`config.mk`:
```
export PLATFORM = sky130hd
export DESIGN_NAME = lsu
export DESIGN_NICKNAME = d
export VERILOG_FILES = /design/src/rtl/lsu.sv
export SDC_FILE = /design/constraint.sdc
export NUM_CORES = 1
export LEC_CHECK = 0
export CAP_MARGIN = 0
export CELL_PAD_IN_SITES_DETAIL_PLACEMENT = 2
export CELL_PAD_IN_SITES_GLOBAL_PLACEMENT = 2
export CORE_MARGIN = 5
export CORE_UTILIZATION = 28
export DETAILED_ROUTE_END_ITERATION = 16
export MAX_ROUTING_LAYER = met4
export PLACE_DENSITY = 0.81
export REMOVE_ABC_BUFFERS = 1
export SETUP_SLACK_MARGIN = 0.4
export SYNTH_ARGS = -nofsm -noshare
export SYNTH_HDL_FRONTEND = slang
export SYNTH_SLANG_ARGS = --single-unit
```
`constraint.sdc`:
```
create_clock -name clk -period 5 [get_ports clk]
set_input_delay 1 -clock clk [delete_from_list [all_inputs] [get_ports clk]]
set_output_delay 1 -clock clk [all_outputs]
set_load 0.005 [all_outputs]
```
`src/rtl/lsu.sv`:
```
// ---------------------------------------------------------------------------
// lsu -- load/store unit between the EX stage and a simple data-memory port.
//
// Accepts one EX result at a time.  ALU results are forwarded to writeback
// one cycle later.  Loads and stores are issued to memory with a req/gnt
// handshake; load data returns with rvalid and is formatted (byte/half
// select, sign/zero extension) before writeback.
//
// Ports
//   clk, rst                 clock, asynchronous active-low reset
//   valid_i / ready_o        EX-result handshake (ready only when IDLE)
//   alu_result_i             ALU result / effective address
//   rs2_data_i               store data
//   funct3_i                 RV32I access size and sign
//   is_load_i, is_store_i    op class (both 0 = plain ALU op)
//   rd_addr_i, reg_we_i      destination register and write enable
//   dmem_req_o .. dmem_wstrb_o   memory request side
//   dmem_gnt_i, dmem_rvalid_i, dmem_rdata_i   memory response side
//   wb_valid_o .. wb_err_o   one-cycle writeback pulse and payload
//
// Configuration
//   LSU_MISALIGN_CHECK_EN    when defined, misaligned halves/words and
//                            reserved funct3 encodings complete without a
//                            memory access, with wb_err_o=1 and the address
//                            as writeback data.  When undefined the low
//                            address bits are ignored and wb_err_o stays 0.
// ---------------------------------------------------------------------------
module lsu #(
    parameter int XLEN = 32
) (
    input  logic            clk,
    input  logic            rst,
    input  logic            valid_i,
    output logic            ready_o,
    input  logic [XLEN-1:0] alu_result_i,
    input  logic [XLEN-1:0] rs2_data_i,
    input  logic [2:0]      funct3_i,
    input  logic            is_load_i,
    input  logic            is_store_i,
    input  logic [4:0]      rd_addr_i,
    input  logic            reg_we_i,
    output logic            dmem_req_o,
    output logic            dmem_we_o,
    output logic [XLEN-1:0] dmem_addr_o,
    output logic [XLEN-1:0] dmem_wdata_o,
    output logic [3:0]      dmem_wstrb_o,
    input  logic            dmem_gnt_i,
    input  logic            dmem_rvalid_i,
    input  logic [XLEN-1:0] dmem_rdata_i,
    output logic            wb_valid_o,
    output logic            wb_we_o,
    output logic [4:0]      wb_rd_addr_o,
    output logic [XLEN-1:0] wb_data_o,
    output logic            wb_err_o
);

    typedef enum logic [1:0] {
        IDLE = 2'd0,
        REQ  = 2'd1,
        WAIT = 2'd2
    } state_t;

    state_t state_q, state_d;

    // captured transaction
    logic [XLEN-1:0] addr_q;
    logic [1:0]      addr_lo_q;
    logic [XLEN-1:0] wdata_q;
    logic [3:0]      wstrb_q;
    logic            we_q;
    logic [2:0]      funct3_q;
    logic [4:0]      rd_q;
    logic            reg_we_q;

    // writeback registers
    logic            wb_valid_q;
    logic            wb_we_q;
    logic [4:0]      wb_rd_q;
    logic [XLEN-1:0] wb_data_q;
    logic            wb_err_q;

    logic            accept;
    logic            is_mem;
    logic            misalign;
    logic [XLEN-1:0] st_wdata;
    logic [3:0]      st_wstrb;
    logic [7:0]      ld_byte;
    logic [15:0]     ld_half;
    logic [XLEN-1:0] ld_data;

    assign accept = valid_i && (state_q == IDLE);
    assign is_mem = is_load_i || is_store_i;

    // Store lane replication and byte enables.  The half offset uses only
    // a[1], so an odd half address is silently rounded down.
    always_comb begin
        st_wdata = rs2_data_i;
        st_wstrb = 4'b1111;
        case (funct3_i[1:0])
            2'b00: begin
                st_wdata = {4{rs2_data_i[7:0]}};
                st_wstrb = 4'b0001 << alu_result_i[1:0];
            end
            2'b01: begin
                st_wdata = {2{rs2_data_i[15:0]}};
                st_wstrb = 4'b0011 << {alu_result_i[1], 1'b0};
            end
            default: begin
                st_wdata = rs2_data_i;
                st_wstrb = 4'b1111;
            end
        endcase
    end

    // Misaligned or reserved-encoding memory op.  Only meaningful when
    // is_mem is set; the default build never flags anything.
    always_comb begin
        misalign = 1'b0;
`ifdef LSU_MISALIGN_CHECK_EN
        if (is_store_i) begin
            if (funct3_i[2] || (funct3_i == 3'b011))
                misalign = 1'b1;
        end else if (is_load_i) begin
            if ((funct3_i == 3'b011) || (funct3_i == 3'b110) || (funct3_i == 3'b111))
                misalign = 1'b1;
        end
        if ((funct3_i[1:0] == 2'b01) && alu_result_i[0])
            misalign = 1'b1;
        if ((funct3_i[1:0] == 2'b10) && (alu_result_i[1:0] != 2'b00))
            misalign = 1'b1;
`endif
    end

    // Load data formatting from the captured address offset and funct3.
    always_comb begin
        ld_byte = dmem_rdata_i[7:0];
        case (addr_lo_q)
            2'd0:    ld_byte = dmem_rdata_i[7:0];
            2'd1:    ld_byte = dmem_rdata_i[15:8];
            2'd2:    ld_byte = dmem_rdata_i[23:16];
            default: ld_byte = dmem_rdata_i[31:24];
        endcase
        ld_half = addr_lo_q[1] ? dmem_rdata_i[31:16] : dmem_rdata_i[15:0];
        case (funct3_q[1:0])
            2'b00:   ld_data = {{24{~funct3_q[2] & ld_byte[7]}}, ld_byte};
            2'b01:   ld_data = {{16{~funct3_q[2] & ld_half[15]}}, ld_half};
            default: ld_data = dmem_rdata_i;
        endcase
    end

    // State register.
    always_ff @(posedge clk or negedge rst) begin
        if (!rst)
            state_q <= IDLE;
        else
            state_q <= state_d;
    end

    // Next-state logic.  rvalid is only looked at in WAIT, so a stray
    // response during REQ (or after a reset) cannot complete anything.
    always_comb begin
        state_d = state_q;
        case (state_q)
            IDLE: if (accept && is_mem && !misalign) state_d = REQ;
            REQ:  if (dmem_gnt_i) state_d = we_q ? IDLE : WAIT;
            WAIT: if (dmem_rvalid_i) state_d = IDLE;
            default: state_d = IDLE;
        endcase
    end

    // Operand capture and writeback payload.  wb_valid defaults low so it
    // is a single-cycle pulse; the rest of the wb_* fields hold.
    always_ff @(posedge clk or negedge rst) begin
        if (!rst) begin
            addr_q     <= '0;
            addr_lo_q  <= '0;
            wdata_q    <= '0;
            wstrb_q    <= '0;
            we_q       <= 1'b0;
            funct3_q   <= '0;
            rd_q       <= '0;
            reg_we_q   <= 1'b0;
            wb_valid_q <= 1'b0;
            wb_we_q    <= 1'b0;
            wb_rd_q    <= '0;
            wb_data_q  <= '0;
            wb_err_q   <= 1'b0;
        end else begin
            wb_valid_q <= 1'b0;
            case (state_q)
                IDLE: begin
                    if (accept) begin
                        if (!is_mem || misalign) begin
                            wb_valid_q <= 1'b1;
                            wb_we_q    <= !is_mem && reg_we_i;
                            wb_rd_q    <= rd_addr_i;
                            wb_data_q  <= alu_result_i;
                            wb_err_q   <= is_mem;
                        end else begin
                            addr_q    <= {alu_result_i[XLEN-1:2], 2'b00};
                            addr_lo_q <= alu_result_i[1:0];
                            wdata_q   <= is_store_i ? st_wdata : '0;
                            wstrb_q   <= is_store_i ? st_wstrb : 4'b0000;
                            we_q      <= is_store_i;
                            funct3_q  <= funct3_i;
                            rd_q      <= rd_addr_i;
                            reg_we_q  <= reg_we_i;
                        end
                    end
                end
                REQ: begin
                    if (dmem_gnt_i && we_q) begin
                        wb_valid_q <= 1'b1;
                        wb_we_q    <= 1'b0;
                        wb_rd_q    <= rd_q;
                        wb_err_q   <= 1'b0;
                    end
                end
                WAIT: begin
                    if (dmem_rvalid_i) begin
                        wb_valid_q <= 1'b1;
                        wb_we_q    <= reg_we_q;
                        wb_rd_q    <= rd_q;
                        wb_data_q  <= ld_data;
                        wb_err_q   <= 1'b0;
                    end
                end
                default: ;
            endcase
        end
    end

    assign ready_o      = (state_q == IDLE);
    assign dmem_req_o   = (state_q == REQ);
    assign dmem_we_o    = we_q && (state_q == REQ);
    assign dmem_addr_o  = addr_q;
    assign dmem_wdata_o = wdata_q;
    assign dmem_wstrb_o = wstrb_q;
    assign wb_valid_o   = wb_valid_q;
    assign wb_we_o      = wb_we_q;
    assign wb_rd_addr_o = wb_rd_q;
    assign wb_data_o    = wb_data_q;
    assign wb_err_o     = wb_err_q;

endmodule

```
=== Word-level counts from Yosys, hierarchy flattened ===
Index checks and enable logic that the tools add are counted.

* Register bits after elaboration: 120
* Bits of input ports: 112
* Word-level logic and storage cells: 83
* Output and inout bits: 111

* Equality and inequality tests: 12
* Multiplexer cells: 35
* Reductions and logical operators: 17
* Bitwise logic cells: 3
* Shift-type cells: 2

{| class="wikitable"
|+ Operators with widths
! cell !! number
|-
| case mux 32 bit (2 select lines) || 3
|-
| 2-to-1 mux 32 bit || 4
|-
| case mux 8 bit (3 select lines) || 1
|-
| 2-to-1 mux 5 bit || 4
|-
| 2-to-1 mux 16 bit || 1
|-
| case mux 5 bit (3 select lines) || 1
|-
| 2-to-1 mux 1 bit || 11
|-
| case mux 1 bit (3 select lines) || 3
|-
| equality test 2 x 1 -> 1 bit, second input constant || 4
|-
| logical NOT 2 bit || 4
|-
| 2-to-1 mux 2 bit || 4
|-
| inequality test 2 x 1 -> 1 bit, second input constant || 4
|-
| case mux 4 bit (2 select lines) || 1
|-
| case mux 2 bit (3 select lines) || 1
|-
| AND reduction 3 bit || 2
|-
| logical AND 1 bit || 5
|-
| AND reduction 5 bit || 1
|-
| equality test 2 bit, second input constant || 2
|-
| 2-to-1 mux 4 bit || 1
|-
| inequality test 2 bit, second input constant || 2
|-
| AND reduction 4 bit || 1
|-
| left shift 1 x 2 -> 4 bit, first input constant || 1
|-
| left shift 2 x 2 -> 4 bit, first input constant || 1
|-
| nonzero test 3 bit || 1
|-
| other kinds (5) || 6
|}

=== Logic depth before layout (Yosys ltp) ===
Gate-level depths: netlist of run 1.

* Depth in word-level cells: 6
* Mapped depth: 8

=== Least setup slack after synthesis of run 1 ===
Ideal clock, no wire load.

* Kind: input -> register
* Start point: input is_load_i
* End point: register wb_data_q[10] (netlist: wb_data_o[10])
* Required time: 4.854 ns
* Stages: 4
* Path buffers: 1
* Arrival: 2.240 ns
* Setup slack: 2.614 ns
* Cells stage by stage: or3b_1 -> a211oi_4 -> clkbuf_1 -> a221oi_1

* Word-level cells in the longest chain between the ends: 3

{| class="wikitable"
|+ RTL lines
! item !! line !! RTL
|-
| start, declared || 38 || <nowiki>input logic is_load_i,</nowiki>
|-
| logical OR 1 bit || 92 || <nowiki>assign is_mem = is_load_i || is_store_i;</nowiki>
|-
| inequality test 2 bit (no source line) || -- ||
|-
| AND reduction 4 bit (no source line) || -- ||
|-
| end signal, assigned || 197 || <nowiki>wb_data_q <= alu_result_i;</nowiki>
|-
| end signal, assigned || 224 || <nowiki>wb_data_q <= ld_data;</nowiki>
|-
| end, declared || 79 || <nowiki>logic [XLEN-1:0] wb_data_q;</nowiki>
|}

Every way passes these cells.
A chain may end at the register's enable or synchronous reset.

=== Final worst setup path of run 1 ===
* Start point: input valid_i
* End point: register wb_rd_q[2] (netlist: wb_rd_addr_o[2])

* Word-level cells in the longest chain between the ends: 3

{| class="wikitable"
|+ RTL lines
! item !! line !! RTL
|-
| start, declared || 33 || <nowiki>input logic valid_i,</nowiki>
|-
| logical AND 1 bit || 91 || <nowiki>assign accept = valid_i && (state_q == IDLE);</nowiki>
|-
| inequality test 2 x 1 -> 1 bit (no source line) || -- ||
|-
| AND reduction 5 bit (no source line) || -- ||
|-
| end signal, assigned || 196 || <nowiki>wb_rd_q <= rd_addr_i;</nowiki>
|-
| end signal, assigned || 215 || <nowiki>wb_rd_q <= rd_q;</nowiki>
|-
| end signal, assigned || 223 || <nowiki>wb_rd_q <= rd_q;</nowiki>
|-
| end, declared || 78 || <nowiki>logic [4:0] wb_rd_q;</nowiki>
|}

Every way passes these cells.

==> implementation parameters, run 1 <==
Parameter                              Value

GRT
  Maximum number of pins on one net before global-route repair    82
  Remaining Overflow, GRT    0
  Total global routing track utilization    approximately 20%
  Met2 layer usage reported by global route    33.0%
  Met3 Resource Use GR    6.50%
  Number of antenna violations at the first check in global routing    0
  Number of global-route vias before repair    5,976
  Gr busiest metal    met2
  Global-route wire length before repair    35.1 mm
  Met1 usage    22.5%

Power and ir drop
  Power density cells    632 nW/µm²
  Combinational cell fraction of total power    43.6%
  Static Leak    3.62 nW
  Internal power    3.68 mW
  Worst vdd rail ir drop    0.278 mV
  Switching power of the nets    1.86 mW
  Switching Fraction    33.6%
  Share of total power in the clock network    24.9%
  Reg power frac    31.5%

Clocking
  Clock latency on the worst-skew pair    about 0.42 ns
  Clock sinks    roughly 120
  H-tree level count    4
  Clock Root Buffer    sky130_fd_sc_hd__clkbuf_16
  Post-CTS clock slew at the launch and capture registers of the worst setup and hold paths    0.06 ns
  Clock tree from TritonCTS    done
  Deepest clock path buffer count    2
  Number of gates resized after cts    0
  TritonCTS Buffers    17
  Buffer count from post-CTS setup fixing    0
  Post-CTS Hold Fix Bufs    0

Drt
  Vias after detailed routing    5,153
  Iteration count of the initial detailed-routing pass    4
  Antenna violation net count after detailed routing    0
  Via count normalized by instance count    4.99
  Number of DRC violations after detailed routing    0
  Iteration-0 DRC count of the detailed router    122
  Per-cell routed wire length    about 22 µm
  Total wire length after detailed routing    22.4 mm

Synthesis
  Synth Area per Inst    roughly 10 µm²
  Synth Register Bits    around 120
  Share of synthesized flip-flops with an asynchronous set or reset    100%
  Number of unique standard cell types used by synthesis    40
  Cell count after synthesis    548
  Post-synth EDFFs    0
  Warnings from Yosys    0
  Combined area of all synthesized cells    5720 µm²
  Seq/Total Area, Yosys    52.1%
  Predominant post-synthesis flop cell    sky130_fd_sc_hd__dfrtp_1

Final layout
  Fraction of layout cells with a size suffix above 1    11.9%
  Final cell count without fillers    1,033
  Synth-to-Final Area Change    53.2%
  Fillers    about 2,100
  Nets    ~870
  Final antenna diode count    0

Job
  Count of max-cap constraint violations    0

Die
  Area of the die    23,400 µm²
  Area inside the core boundary    20,200 µm²
  Cell row count    52
  Die boundary height    about 150 µm
  Die width    153 µm
  Io pins    223
  Starting density of the core    28.4%

Critical path
  Ordered cell list for the critical path    clkdlybuf4s50_1 -> or3b_1 -> a2111oi_2 -> nor2_1 -> a21oi_1
  Required time at the worst-slack endpoint    5.32 ns
  CP max-delay cell    sky130_fd_sc_hd__a2111oi_2
  Worst setup SP type    input port
  Delay of the slowest cell on the worst path    1.12 ns
  Critical path data arrival time    ~3.5 ns
  Critical Path Sink Type    flop
  Startpoint-to-endpoint class of the critical path    in -> reg
  CP Max Fanout    12

Placement
  Placed wire-length estimate    about 16 mm
  Input/output buffers    219
  Number of cells after detailed placement    between 1,000 and 1,500
  Gp weighted congestion    0.820

Timing
  Final Hold Violating Endpoints    0
  RSZ-0062 raised after global routing    no
  Achievable clock frequency    314 MHz
  Relative slew slack    roughly 18%
  Hold Worst Slack    0.480 ns
  Slew at the pin closest to its max-slew limit    1.22 ns
  Max-slew violation total from the final report    0
  Final worst path period share    a little under two thirds
  Fin crit period    ~3.2 ns
  Final setup skew    approximately 0.008 ns
  Final setup violation count    0
  Setup_tns    0 ns

Outcome
  Run status    finished, final reports clean

Hold path
  Path category of the worst min-delay check    reg -> reg
-- cell usage after synthesis (2+ instances only) --
library cell | number | area, µm²
sky130_fd_sc_hd__a211oi_1 | 12 | 90.1
sky130_fd_sc_hd__a21oi_1 | 13 | 65.1
sky130_fd_sc_hd__inv_1 | 12 | 45.0
sky130_fd_sc_hd__a22oi_1 | 8 | 60.1
sky130_fd_sc_hd__mux2i_1 | 16 | 160
sky130_fd_sc_hd__a21o_1 | 7 | 52.6
sky130_fd_sc_hd__nand3_1 | 2 | 10.0
sky130_fd_sc_hd__buf_4 | 7 | 52.6
sky130_fd_sc_hd__dfrtp_1 | 119 | 2980
sky130_fd_sc_hd__o21ai_0 | 48 | 240
sky130_fd_sc_hd__nor2b_1 | 24 | 150
sky130_fd_sc_hd__o31ai_1 | 6 | 45.0
sky130_fd_sc_hd__ha_1 | 5 | 62.6
sky130_fd_sc_hd__a22o_1 | 11 | 96.3
sky130_fd_sc_hd__o22a_1 | 7 | 61.3
sky130_fd_sc_hd__a221oi_1 | 26 | 228
sky130_fd_sc_hd__buf_1 | 2 | 7.51
sky130_fd_sc_hd__clkbuf_1 | 31 | 116
sky130_fd_sc_hd__nand2_1 | 56 | 210
sky130_fd_sc_hd__nor2_1 | 62 | 233
sky130_fd_sc_hd__buf_2 | 4 | 20.0
sky130_fd_sc_hd__nand2b_1 | 3 | 18.8
sky130_fd_sc_hd__a31oi_1 | 3 | 18.8
sky130_fd_sc_hd__nor4b_1 | 2 | 17.5
sky130_fd_sc_hd__mux2_2 | 47 | 529
-- final cells by class --
class                      instances  area (µm²)  area share (%)
inverter                          12        45.0           0.514
tap                              270         338            3.85
timing repair buffer             225        2230            25.5
multi-input combinational        375        2520            28.7
clock inverter                    12         198            2.26
sequential                       119        2980            34.0
clock buffer                      20         457            5.21
-- final timing paths --
path                                                   from                            to  slack, ns  cells past startpoint
worst max register to register       state_q[0]$_DFFE_PN0P_     wb_data_o[13]$_DFFE_PN0P_       2.12                      7
worst min-delay path            dmem_wstrb_o[3]$_DFFE_PN0P_   dmem_wstrb_o[3]$_DFFE_PN0P_       0.48                      2
worst min register to register  dmem_wstrb_o[3]$_DFFE_PN0P_   dmem_wstrb_o[3]$_DFFE_PN0P_       0.48                      2
max in group asynchronous                               rst  dmem_wdata_o[25]$_DFFE_PN0P_       3.43                      2
min in group asynchronous                               rst    dmem_addr_o[2]$_DFFE_PN0P_       0.58                      1
worst max-delay path                                valid_i   wb_rd_addr_o[2]$_DFFE_PN0P_       1.81                      5
-- flip-flops by register name, summed over array words and instances, names as in the netlist --
register,cells
wb_data_o,32
reg_we_q,1
dmem_wdata_o,32
wb_rd_addr_o,5
wb_we_o,1
rd_q,5
dmem_addr_o,30
state_q,2
addr_lo_q,2
funct3_q,3
we_q,1
wb_valid_o,1
dmem_wstrb_o,4
-- worst max-delay path, delay by kind of cell --
family	cells	cell delay, ns
compound gates	2	1.35
simple gates	2	0.61
buf+inv	1	0.54
-- logic make-up after synthesis --
group | count (synthesis) | share of synthesized area, %
AOI/OAI and AO/OA | 147 | 17.9
adders and majority gates | 5 | 1.09
buffers and inverters | 56 | 4.22
DFF | 119 | 52.1
muxes | 64 | 12.4
other | 1 | 0.0656
and+or+nand+nor | 156 | 12.2
-- per-stage QoR --
stage / utilization (%) / area, µm² / total power, mW / worst slack, ns
2_1_floorplan: - / 5530 / 2.78 / -0.227
3_3_place_gp: 40.2 / 8110 / 4.05 / 1.70
3_5_place_dp: 40.2 / 8110 / 4.22 / 1.48
4_1_cts: 43.5 / 8770 / 5.64 / 1.83
5_1_grt: 43.5 / 8770 / 5.91 / 1.66
6_report: 43.5 / 8770 / 5.54 / 1.81
-- routing by layer --
metal	routed length, µm	vias up
li1	-	2349
met4	273	0
met2	11000	187
met5	0	-
met3	1650	20
met1	9510	2597
-- power by group through the flow --
stage | clock, mW | sequential, mW | combinational (mW)
after detailed placement | 0 | 1.76 | 2.45
after CTS | 1.41 | 1.76 | 2.48
after global placement | 0 | 1.72 | 2.33
after floorplan | 0 | 1.75 | 1.03
after global routing | 1.45 | 1.81 | 2.64
final | 1.38 | 1.75 | 2.41
-- cell usage in the layout (no fill, tap or decap), drive strengths merged, types with 4 or more instances in the layout --
master and count:
nand2 56, a22o 11, dfrtp 119, o21ai 48, mux2 47, a21o 7, a22oi 8, a21oi 13
o22a 7, o31ai 6, mux2i 16, inv 13, clkinv 4, clkbuf 20, nor2 62, ha 5
nor2b 24, a221oi 26, buf 7, bufinv 5, a211oi 13, clkdlybuf4s50 218
No activity file was read; power rests on OpenSTA's default activity.
==> run 2, diff against run 1 <==
Settings changed: CORE_UTILIZATION 28 to 26, PLACE_DENSITY 0.81 to 0.76.
Clock period 5 ns to 3.3 ns, I/O delays scaled along.
==> run 2 against run 1 <==
Against the previous run:
- first-iteration DRC count grew 89%
- critical endpoint is now ready_o
- critical path depth shrank 2
- combinational power grew 54%
- total power grew 50%
- die area grew 7.2%
- highest routed layer unchanged
- largest cell class unchanged
- core utilization shrank 2.9 points
- sequential power grew 51%
==> implementation parameters, run 2 (same netlist as run 1, synthesis figures left out) <==
Parameter                              Value

Outcome
  Run status    finished, final reports clean

Timing
  Final Hold Violating Endpoints    0
  Final setup skew    0.00953 ns
  Final setup violation count    0
  Achievable clock frequency    373 MHz
  Slack of the critical path    0.622 ns
  Relative slew slack    24.8%
  Hold Worst Slack    0.208 ns
  Slew at the pin closest to its max-slew limit    1.13 ns
  Max-slew violation total from the final report    0
  RSZ-0062 raised after global routing    no
  Final worst path period share    ~81%
  Fin crit period    2.68 ns

Critical path
  Critical Path Sink Type    output pin
  Worst setup SP type    flop
  Ordered cell list for the critical path    inv_1 -> ha_1 -> clkdlybuf4s50_1
  Startpoint-to-endpoint class of the critical path    reg -> out
  Top cell family by delay on the critical path    buffers and inverters
  Delay of the slowest cell on the worst path    0.61 ns
  Worst path buffer plus inverter count    2
  Critical path depth    3
  Critical path data arrival time    around 2.0 ns
  CP max-delay cell    sky130_fd_sc_hd__clkdlybuf4s50_1
  Cell depth of the worst flop-to-flop path    5
  Required time at the worst-slack endpoint    between 2 and 3 ns
  CP Max Fanout    10

Placement
  Placed wire-length estimate    16.9 mm
  Worst-case setup slack after placement    0.430 ns
  Input/output buffers    between 200 and 250
  Gp weighted congestion    a little over 0.8
  Number of cells after detailed placement    roughly 1,000

Die
  Area of the die    25,100 µm²
  Cell row count    54
  Area inside the core boundary    21,800 µm²
  Die boundary height    around 160 µm
  Io pins    223
  Die width    158 µm
  Starting density of the core    26.3%

Clocking
  H-tree level count    4
  TritonCTS Buffers    17
  Post-CTS clock slew at the launch and capture registers of the worst setup and hold paths    0.06 ns
  Clock Root Buffer    sky130_fd_sc_hd__clkbuf_16
  Clock tree from TritonCTS    done
  Post-CTS Hold Fix Bufs    0
  Clock sinks    about 120
  Clock latency on the worst-skew pair    0.41 ns
  Number of gates resized after cts    0
  Deepest clock path buffer count    2
  Buffer count from post-CTS setup fixing    0

Drt
  Vias after detailed routing    about 5,200
  Via count normalized by instance count    4.94
  Number of DRC violations after detailed routing    0
  Iteration count of the initial detailed-routing pass    4
  Total wire length after detailed routing    22.2 mm
  Antenna violation net count after detailed routing    0
  Per-cell routed wire length    roughly 21 µm
  Iteration-0 DRC count of the detailed router    231

Final layout
  Most frequent cells in the layout    218 x sky130_fd_sc_hd__clkdlybuf4s50_1, 119 x sky130_fd_sc_hd__dfrtp_1, 62 x sky130_fd_sc_hd__nor2_1
  Nets    approximately 880
  Synth-to-Final Area Change    54.3%
  Fraction of layout cells with a size suffix above 1    12.7%
  Leading cell type in the layout, fill and taps excluded    sky130_fd_sc_hd__clkdlybuf4s50_1
  Fillers    2,303
  Final core utilization    40.6%
  Final cell count without fillers    1,053

Job
  Count of max-cap constraint violations    0

GRT
  Total global routing track utilization    between 10% and 20%
  Number of global-route vias before repair    approximately 5,900
  Number of antenna violations at the first check in global routing    1
  Maximum number of pins on one net before global-route repair    65
  Global-route wire length before repair    approximately 34 mm
  Remaining Overflow, GRT    0

Hold path
  Path category of the worst min-delay check    in -> async

Power and ir drop
  Static Leak    3.65 nW
  Power density cells    ~940 nW/µm²
  Worst vdd rail ir drop    0.333 mV
[run 2: changes by cell type in the layout (fill, tap and decap cells not counted), sizes merged]
cell | previous run | this run
diode | 0 | 3
buf | 7 | 15
clkinv | 4 | 7
clkbuf | 20 | 18
bufinv | 5 | 4
inv | 13 | 12
[run 2: worst paths after layout]
check	from	end	slack, ns
max	state_q[0]$_DFFE_PN0P_	ready_o	0.62
min	rst	wb_data_o[13]$_DFFE_PN0P_	0.21
max reg2reg	addr_lo_q[1]$_DFFE_PN0P_	wb_data_o[12]$_DFFE_PN0P_	0.89
min reg2reg	dmem_wdata_o[16]$_DFFE_PN0P_	dmem_wdata_o[16]$_DFFE_PN0P_	0.49
max in group asynchronous	rst	dmem_wdata_o[22]$_DFFE_PN0P_	2.23
min in group clk	dmem_wdata_o[16]$_DFFE_PN0P_	dmem_wdata_o[16]$_DFFE_PN0P_	0.49
[run 2: layout make-up]
| type | instances | area (µm²) | share of cell area [%] |
|---|---|---|---|
| Tap cell | 280 | 350 | 3.97 |
| Sequential cell | 119 | 2980 | 33.7 |
| Inverter | 12 | 45.0 | 0.510 |
| Timing Repair Buffer | 233 | 2320 | 26.3 |
| Clock buffer | 18 | 429 | 4.86 |
| Clock inverter | 13 | 181 | 2.06 |
| Multi-Input combinational cell | 375 | 2520 | 28.5 |
| Antenna cell | 3 | 7.51 | 0.0850 |
[run 2: per-stage QoR]
stage               area [µm²]  TNS (ns)  power (mW)
detailed placement        8210         0        6.45
floorplan                 5530    -93.18        4.21
finish                    8830         0        8.31
global placement          8210         0        6.22
global route              8820         0        8.87
CTS                       8820         0        8.47
[run 2: routing by layer]
metal | GRT usage [%] | vias up | wire length, µm
met4 | 4.26 | 0 | 142
met1 | 21.6 | 2638 | 9270
li1 | - | 2378 | -
met3 | 5.25 | 15 | 1690
met2 | 30.7 | 169 | 11100
met5 | - | - | 0
[run 2: power by group]
group	internal [mW]	total (mW)	switching (mW)
Clock	1.26	1.96	0.706
Sequential	2.18	2.64	0.469
Combinational	2.07	3.71	1.63
Total	5.51	8.31	2.81
